<file path="config.mk">
export PLATFORM = sky130hd
export DESIGN_NAME = alu_ctrl_flat
export DESIGN_NICKNAME = d
export VERILOG_FILES = /design/src/rtl/alu_pkg.sv /design/src/rtl/alu_ctrl_if.sv /design/src/rtl/alu_regfile.sv /design/src/rtl/alu_ctrl.sv /design/src/flat_wrapper.sv
export SDC_FILE = /design/constraint.sdc
export NUM_CORES = 1
export LEC_CHECK = 0
export ABC_AREA = 1
export CORE_AREA = 2 2 89 91
export CTS_BUF_LIST = sky130_fd_sc_hd__clkbuf_16
export DETAILED_ROUTE_END_ITERATION = 6
export DIE_AREA = 0 0 91 93
export PLACE_DENSITY = 0.77
export SYNTH_ARGS = -nofsm -noshare
export SYNTH_HDL_FRONTEND = slang
export SYNTH_SLANG_ARGS = --single-unit
</file>
<file path="constraint.sdc">
create_clock -name clk -period 2.8 [get_ports clk]
set_clock_uncertainty 0.2 [all_clocks]
set_input_delay 0.56 -clock clk [delete_from_list [all_inputs] [get_ports clk]]
set_output_delay 0.56 -clock clk [all_outputs]
set_load 0.01 [all_outputs]
</file>
<file path="src/rtl/alu_pkg.sv">
// Shared constants for the ALU sequencer: opcodes, FSM state codes, flag bit positions.
package alu_pkg;

    localparam int W     = 8;
    localparam int NREGS = 4;

    localparam logic [2:0] OP_ADD = 3'b000;
    localparam logic [2:0] OP_SHR = 3'b001;
    localparam logic [2:0] OP_SHL = 3'b010;
    localparam logic [2:0] OP_NOT = 3'b011;
    localparam logic [2:0] OP_AND = 3'b100;
    localparam logic [2:0] OP_OR  = 3'b101;
    localparam logic [2:0] OP_XOR = 3'b110;
    localparam logic [2:0] OP_CMP = 3'b111;

    localparam logic [1:0] S_IDLE    = 2'd0;
    localparam logic [1:0] S_FETCH_B = 2'd1;
    localparam logic [1:0] S_EXEC    = 2'd2;
    localparam logic [1:0] S_WRITE   = 2'd3;

    localparam int FLAG_C = 3;
    localparam int FLAG_A = 2;
    localparam int FLAG_E = 1;
    localparam int FLAG_Z = 0;

    // Opcodes that chain the previous carry into the ALU.
    function automatic logic uses_carry(input logic [2:0] op);
        return (op == OP_ADD) || (op == OP_SHR) || (op == OP_SHL);
    endfunction

endpackage

</file>
<file path="src/rtl/alu_ctrl_if.sv">
// Bus between the sequencer (master) and the combinational 8-bit ALU (slave).
interface alu_ctrl_if;
    import alu_pkg::*;

    logic [W-1:0] alu_a;
    logic [W-1:0] alu_b;
    logic         alu_carry_in;
    logic [2:0]   alu_opcode;
    logic [W-1:0] alu_out;
    logic         alu_flag_a;
    logic         alu_flag_e;
    logic         alu_flag_z;
    logic         alu_flag_c;

    modport master (
        output alu_a, alu_b, alu_carry_in, alu_opcode,
        input  alu_out, alu_flag_a, alu_flag_e, alu_flag_z, alu_flag_c
    );

    modport slave (
        input  alu_a, alu_b, alu_carry_in, alu_opcode,
        output alu_out, alu_flag_a, alu_flag_e, alu_flag_z, alu_flag_c
    );

endinterface

</file>
<file path="src/rtl/alu_regfile.sv">
// 4x8 register file: one write port, two async operand reads and an async debug read.
module alu_regfile
    import alu_pkg::*;
(
    input  logic         clk,
    input  logic         rst_n,
    input  logic         we,
    input  logic [1:0]   waddr,
    input  logic [W-1:0] wdata,
    input  logic [1:0]   ra,
    input  logic [1:0]   rb,
    output logic [W-1:0] rd_a,
    output logic [W-1:0] rd_b,
    input  logic [1:0]   dbg_addr,
    output logic [W-1:0] dbg_data
);

    logic [W-1:0] regs [NREGS];

    always_ff @(posedge clk) begin
        if (!rst_n) begin
            for (int unsigned i = 0; i < NREGS; i++) regs[i] <= '0;
        end else if (we) begin
            regs[waddr] <= wdata;
        end
    end

    assign rd_a     = regs[ra];
    assign rd_b     = regs[rb];
    assign dbg_data = regs[dbg_addr];

endmodule

</file>
<file path="src/rtl/alu_ctrl.sv">
// Multi-cycle ALU instruction sequencer: IDLE -> FETCH_B -> EXEC -> WRITE, one instruction at a time.
module alu_ctrl
    import alu_pkg::*;
(
    input  logic         clk,
    input  logic         rst_n,
    input  logic         instr_valid,
    input  logic [7:0]   instr,
    output logic         instr_ready,
    output logic         done,
    output logic         illegal,
    alu_ctrl_if.master   alu,
    output logic [3:0]   flags,
    input  logic         ext_we,
    input  logic [1:0]   ext_addr,
    input  logic [W-1:0] ext_wdata,
    input  logic [1:0]   dbg_addr,
    output logic [W-1:0] dbg_data
);

    logic [1:0]   state;
    logic [7:0]   ir;
    logic [W-1:0] tmp;
    logic [W-1:0] acc;
    logic [W-1:0] a_hold;
    logic         ill_q;
    logic [3:0]   flags_q;

    logic [2:0]   op;
    logic [1:0]   ra;
    logic [1:0]   rb;
    logic [W-1:0] rd_a;
    logic [W-1:0] rd_b;
    logic         in_exec;
    logic         wr_result;
    logic         rf_we;
    logic [1:0]   rf_waddr;
    logic [W-1:0] rf_wdata;

    assign op = ir[6:4];
    assign ra = ir[3:2];
    assign rb = ir[1:0];

    always_ff @(posedge clk) begin
        if (!rst_n) begin
            state   <= S_IDLE;
            ir      <= '0;
            tmp     <= '0;
            acc     <= '0;
            a_hold  <= '0;
            ill_q   <= 1'b0;
            flags_q <= '0;
        end else begin
            case (state)
                S_IDLE: begin
                    if (instr_valid) begin
                        if (instr[7]) begin
                            ir    <= instr;
                            ill_q <= 1'b0;
                            state <= S_FETCH_B;
                        end else begin
                            ill_q <= 1'b1;
                            state <= S_WRITE;
                        end
                    end
                end
                S_FETCH_B: begin
                    tmp   <= rd_b;
                    state <= S_EXEC;
                end
                S_EXEC: begin
                    acc     <= alu.alu_out;
                    flags_q <= {alu.alu_flag_c, alu.alu_flag_a, alu.alu_flag_e, alu.alu_flag_z};
                    a_hold  <= rd_a;
                    state   <= S_WRITE;
                end
                default: begin
                    state <= S_IDLE;
                end
            endcase
        end
    end

    assign in_exec     = (state == S_EXEC);
    assign instr_ready = (state == S_IDLE);
    assign done        = (state == S_WRITE);
    assign illegal     = (state == S_WRITE) && ill_q;
    assign flags       = flags_q;

    // Operand a is held in a register so it stays stable after EXEC even if reg[ra] is rewritten.
    assign alu.alu_opcode   = in_exec ? op : '0;
    assign alu.alu_a        = in_exec ? rd_a : a_hold;
    assign alu.alu_b        = tmp;
    assign alu.alu_carry_in = in_exec && uses_carry(op) && flags_q[FLAG_C];

    assign wr_result = (state == S_WRITE) && !ill_q && (op != OP_CMP);
    assign rf_we     = wr_result || ((state == S_IDLE) && ext_we);
    assign rf_waddr  = wr_result ? rb  : ext_addr;
    assign rf_wdata  = wr_result ? acc : ext_wdata;

    alu_regfile u_regfile (
        .clk      (clk),
        .rst_n    (rst_n),
        .we       (rf_we),
        .waddr    (rf_waddr),
        .wdata    (rf_wdata),
        .ra       (ra),
        .rb       (rb),
        .rd_a     (rd_a),
        .rd_b     (rd_b),
        .dbg_addr (dbg_addr),
        .dbg_data (dbg_data)
    );

endmodule

</file>
<file path="src/flat_wrapper.sv">
// flat-port wrapper written by rule: the top's interface ports become plain ports
module alu_ctrl_flat import alu_pkg::*;
  (clk, rst_n, instr_valid, instr, instr_ready, done, illegal, flags, ext_we, ext_addr, ext_wdata, dbg_addr, dbg_data, alu_alu_a, alu_alu_b, alu_alu_carry_in, alu_alu_opcode, alu_alu_out, alu_alu_flag_a, alu_alu_flag_e, alu_alu_flag_z, alu_alu_flag_c);
  alu_ctrl_if alu_i ();
  input  logic clk;
  input  logic rst_n;
  input  logic instr_valid;
  input  logic [7:0] instr;
  output logic instr_ready;
  output logic done;
  output logic illegal;
  output logic [3:0] flags;
  input  logic ext_we;
  input  logic [1:0] ext_addr;
  input  logic [W-1:0] ext_wdata;
  input  logic [1:0] dbg_addr;
  output logic [W-1:0] dbg_data;
  output wire logic [$bits(alu_i.alu_a)-1:0] alu_alu_a;
  output wire logic [$bits(alu_i.alu_b)-1:0] alu_alu_b;
  output wire logic [$bits(alu_i.alu_carry_in)-1:0] alu_alu_carry_in;
  output wire logic [$bits(alu_i.alu_opcode)-1:0] alu_alu_opcode;
  input wire logic [$bits(alu_i.alu_out)-1:0] alu_alu_out;
  input wire logic [$bits(alu_i.alu_flag_a)-1:0] alu_alu_flag_a;
  input wire logic [$bits(alu_i.alu_flag_e)-1:0] alu_alu_flag_e;
  input wire logic [$bits(alu_i.alu_flag_z)-1:0] alu_alu_flag_z;
  input wire logic [$bits(alu_i.alu_flag_c)-1:0] alu_alu_flag_c;
  assign alu_alu_a = alu_i.alu_a;
  assign alu_alu_b = alu_i.alu_b;
  assign alu_alu_carry_in = alu_i.alu_carry_in;
  assign alu_alu_opcode = alu_i.alu_opcode;
  assign alu_i.alu_out = alu_alu_out;
  assign alu_i.alu_flag_a = alu_alu_flag_a;
  assign alu_i.alu_flag_e = alu_alu_flag_e;
  assign alu_i.alu_flag_z = alu_alu_flag_z;
  assign alu_i.alu_flag_c = alu_alu_flag_c;
  alu_ctrl u_core (.clk(clk), .rst_n(rst_n), .instr_valid(instr_valid), .instr(instr), .instr_ready(instr_ready), .done(done), .illegal(illegal), .alu(alu_i), .flags(flags), .ext_we(ext_we), .ext_addr(ext_addr), .ext_wdata(ext_wdata), .dbg_addr(dbg_addr), .dbg_data(dbg_data));
endmodule
</file>
==> results of run 1 <==
## layout by cell type, fill, tap and decap left out, drive strengths merged
cell	instances
edfxtp	32
clkinv	4
ha	5
dfxtp	40
a21oi	60
buf	18
o21ai	39
nor3	1
dlymetal6s2s	9
clkdlybuf4s50	61
nand3	35
o211ai	10
clkbuf	10
nor2	51
clkinvlp	6
inv	76
nand2	134
## stage by stage
step                      hold WS (ns)  instance area (sq um)  setup WS (ns)
after floorplan                  0.225                   3750          0.676
after global placement           0.236                   4560         -0.228
after detailed placement         0.241                   4560         -0.266
after CTS                        0.250                   4850         -0.109
after global routing             0.269                   4960         0.0155
final                            0.251                   4960          0.132
## layer usage
metal	vias to the layer above	GRT usage [%]	wire (um)
met2	109	37.5	4460
li1	1778	-	-
met1	1606	29.0	4110
met5	-	0	0
met3	19	5.40	502
met4	0	7.95	163
## power groups by stage
stage / logic, mW / registers, mW / clock network, mW
4_1_cts: 1.43 / 1.45 / 1.08
5_1_grt: 1.63 / 1.49 / 1.13
2_1_floorplan: 0.845 / 1.47 / 0
3_5_place_dp: 1.41 / 1.47 / 0
3_3_place_gp: 1.38 / 1.47 / 0
6_report: 1.46 / 1.46 / 1.07
## timing repair
item                       in CTS  in global routing
buffers inserted                0                  4
pin swaps                       0                  0
gates cloned                    0                  2
gates resized for setup         2                 18
setup endpoints to repair       8                 17
## layout make-up
class / count / area [sq um] / area share [%]
clock inverter: 6 / 35.0 / 0.707
inverter: 78 / 307 / 6.18
clock buffer: 10 / 250 / 5.05
tap: 102 / 128 / 2.57
timing repair inverter: 2 / 12.5 / 0.252
multi-input combinational: 335 / 1590 / 32.1
sequential: 72 / 1760 / 35.6
timing repair buffer: 88 / 868 / 17.5
## flip-flops by register name (all words and copies together) (netlist names), named ones only
register / cells
u_core.u_regfile.regs: 32
u_core.a_hold: 8
u_core.acc: 8
u_core.alu.alu_b: 8
u_core.ir: 7
u_core.flags: 4
u_core.state: 2
u_core.ill_q: 1
## cells by family (layout without fill, tap and decap cells)
logic type | count (synthesis) | in the layout | share of synthesized area [%]
flops | 72 | 72 | 46.9
buf+inv | 105 | 184 | 11.0
fa+ha+maj | 5 | 5 | 1.67
compound gates | 109 | 109 | 15.5
simple gates | 221 | 221 | 24.8
## how the worst max path moves through the flow
stage                    startpoint          endpoint  slack (ns)  cells past startpoint
global placement        dbg_addr[0]       dbg_data[1]       -0.23                      6
global route        u_core.state[1]  alu_alu_carry_in        0.02                      5
floorplan           u_core.state[0]      alu_alu_a[0]        0.68                      7
detailed placement      dbg_addr[0]       dbg_data[0]       -0.27                      6
finish                    flip-flop      alu_alu_a[5]        0.13                      8
CTS                     dbg_addr[1]       dbg_data[0]       -0.11                      6
## critical path: stages (launching register included)
cell and delay [ns]:
dfxtp_1 0.38, clkinvlp_4 0.13, buf_12 0.16, nand2_1 0.06, nand3_1 0.06, nand2_1 0.10
nand2_1 0.08, nand2_1 0.08, clkdlybuf4s50_1 0.53
==> impl_results.md, run 1 <==
* Die Wd at between 90 and 100 um
* Count leader, synth: nand2_1
* Initial drt markers at roughly 220
* CTS tree: built
* Hold_sp: u_core.acc[0]
* Row Count at 32
* Synth top area cells: edfxtp_1 26%, dfxtp_1 21%, nand2_1 13%
* Util after Layout at 65.9%
* Crit end category: primary output
* Max-cap violations at 0
* Main flop type after synthesis: dfxtp_1
* Pin count of the biggest net entering global routing at 35
* Port Buf Inserts at 70
* Top-area cell type share of the netlist area at 25.6%
* Final hold vios at 0
* Syn_nets at 553
* Cell Area, Synth at roughly 3800 sq um
* Average size of a mapped cell at 7.33 sq um
* Logic gate share of total power at 36.6%
* # hold bufs at CTS at 0
* Cells on Worst Hold Path at 2
* Worst-case reg-to-reg path depth at 7
* First-pass GRT wire length at 15200 um
* Final Setup Violations at 0
* Reg-to-Reg Start: u_core.state[1]
* Num CTS Buffers at 9
* H-tree depth at 3
* GRT Resource Usage Total at around 23%
* Worst-path clk slew at 0.06 ns
* Power per cell area at about 800 nW/um^2
* Maximum VDD drop at 387 uV
* Final RePlAce weighted congestion at 0.843
* DIE HEIGHT at between 90 and 100 um
* Final period util at 95.3%
* Wirelength per Cell at ~13 um
* Yosys top cell by area: edfxtp_1
* Placeable Area at about 7500 sq um
* Effective utilization at floorplan at between 40% and 50%
* Reg2reg end: u_core.u_regfile.regs[2][3]
* Final WL at 9230 um
* Flops & latches, synth at between 70 and 80
* Post-synth EDFFs at 32
* Clock Path Buffers at 2
* Clock Root Buffer: clkbuf_16
* Ant. Diodes at 0
* Via count at 3512
* Sequential share of power at 36.7%
* Max-slew headroom at 54.4%
* Vias in the first global route at 3326
* Inst Count DP at approximately 670
* Crit path max fanout at 16
* Post-route ant nets at 0
* Fraction of power spent switching nets at 34.7%
* Worst path arrival time at 1.91 ns
* Clock share of power at 26.8%
* Tmin final at 2.67 ns
* R2R Setup Slk at 0.42 ns
* First-pass iteration count of the detailed router at 5
* Setup TNS Final at 0 ns
* Slew @ Worst Pin at 0.684 ns
* Cells after Synth at 512
* Fmax achieved at 375 MHz
* Worst Hold Class: reg -> reg
* Synth warn at 0
* Asr flop ratio synth at 0%
* Slew Limit Fails at 0
* Clk sinks at 72
* Initial antenna violation count at 0
* Via/cell ratio at 5.07
* DP Wirelength at around 6700 um
* GRT overflow at 0
* Fillers at around 690
* Crit Path Category: reg -> out
* Worst hold endpoint: u_core.acc[0]
* Clk_lat worst skew at 0.33 ns
* Area Growth Syn to Fin at 32.1%
* Worst setup SP type: flip-flop
* Status: complete, no violations
* # DRC at 0
* # IOs at 71
* Worst Path Required at approximately 2.0 ns
* Design Power at about 4 mW
* RSZ-0062 raised after global routing: false
* Number of distinct library cells after synthesis at 21
* Register area share after synthesis at 46.9%
* P_leak at ~2.3 nW
* Total Die Area at 8460 sq um
* Cell internal pwr at 2.60 mW
* Net Sw Power at 1.38 mW
* Share of layout cells above drive strength 1 at between 8 and 9%
* Final nets at 627
* Most common library cells after synthesis: 131 x nand2_1, 77 x inv_1, 59 x a21oi_1
* Layout Cells excl Fill at 693
Power figures use the tool's default switching activity.
==> run 2: changes to the inputs <==
GPL_ROUTABILITY_DRIVEN = 1   (was default)
==> results of run 2 <==
Same layout as run 1: the final DEF is identical, and so are final timing and power.
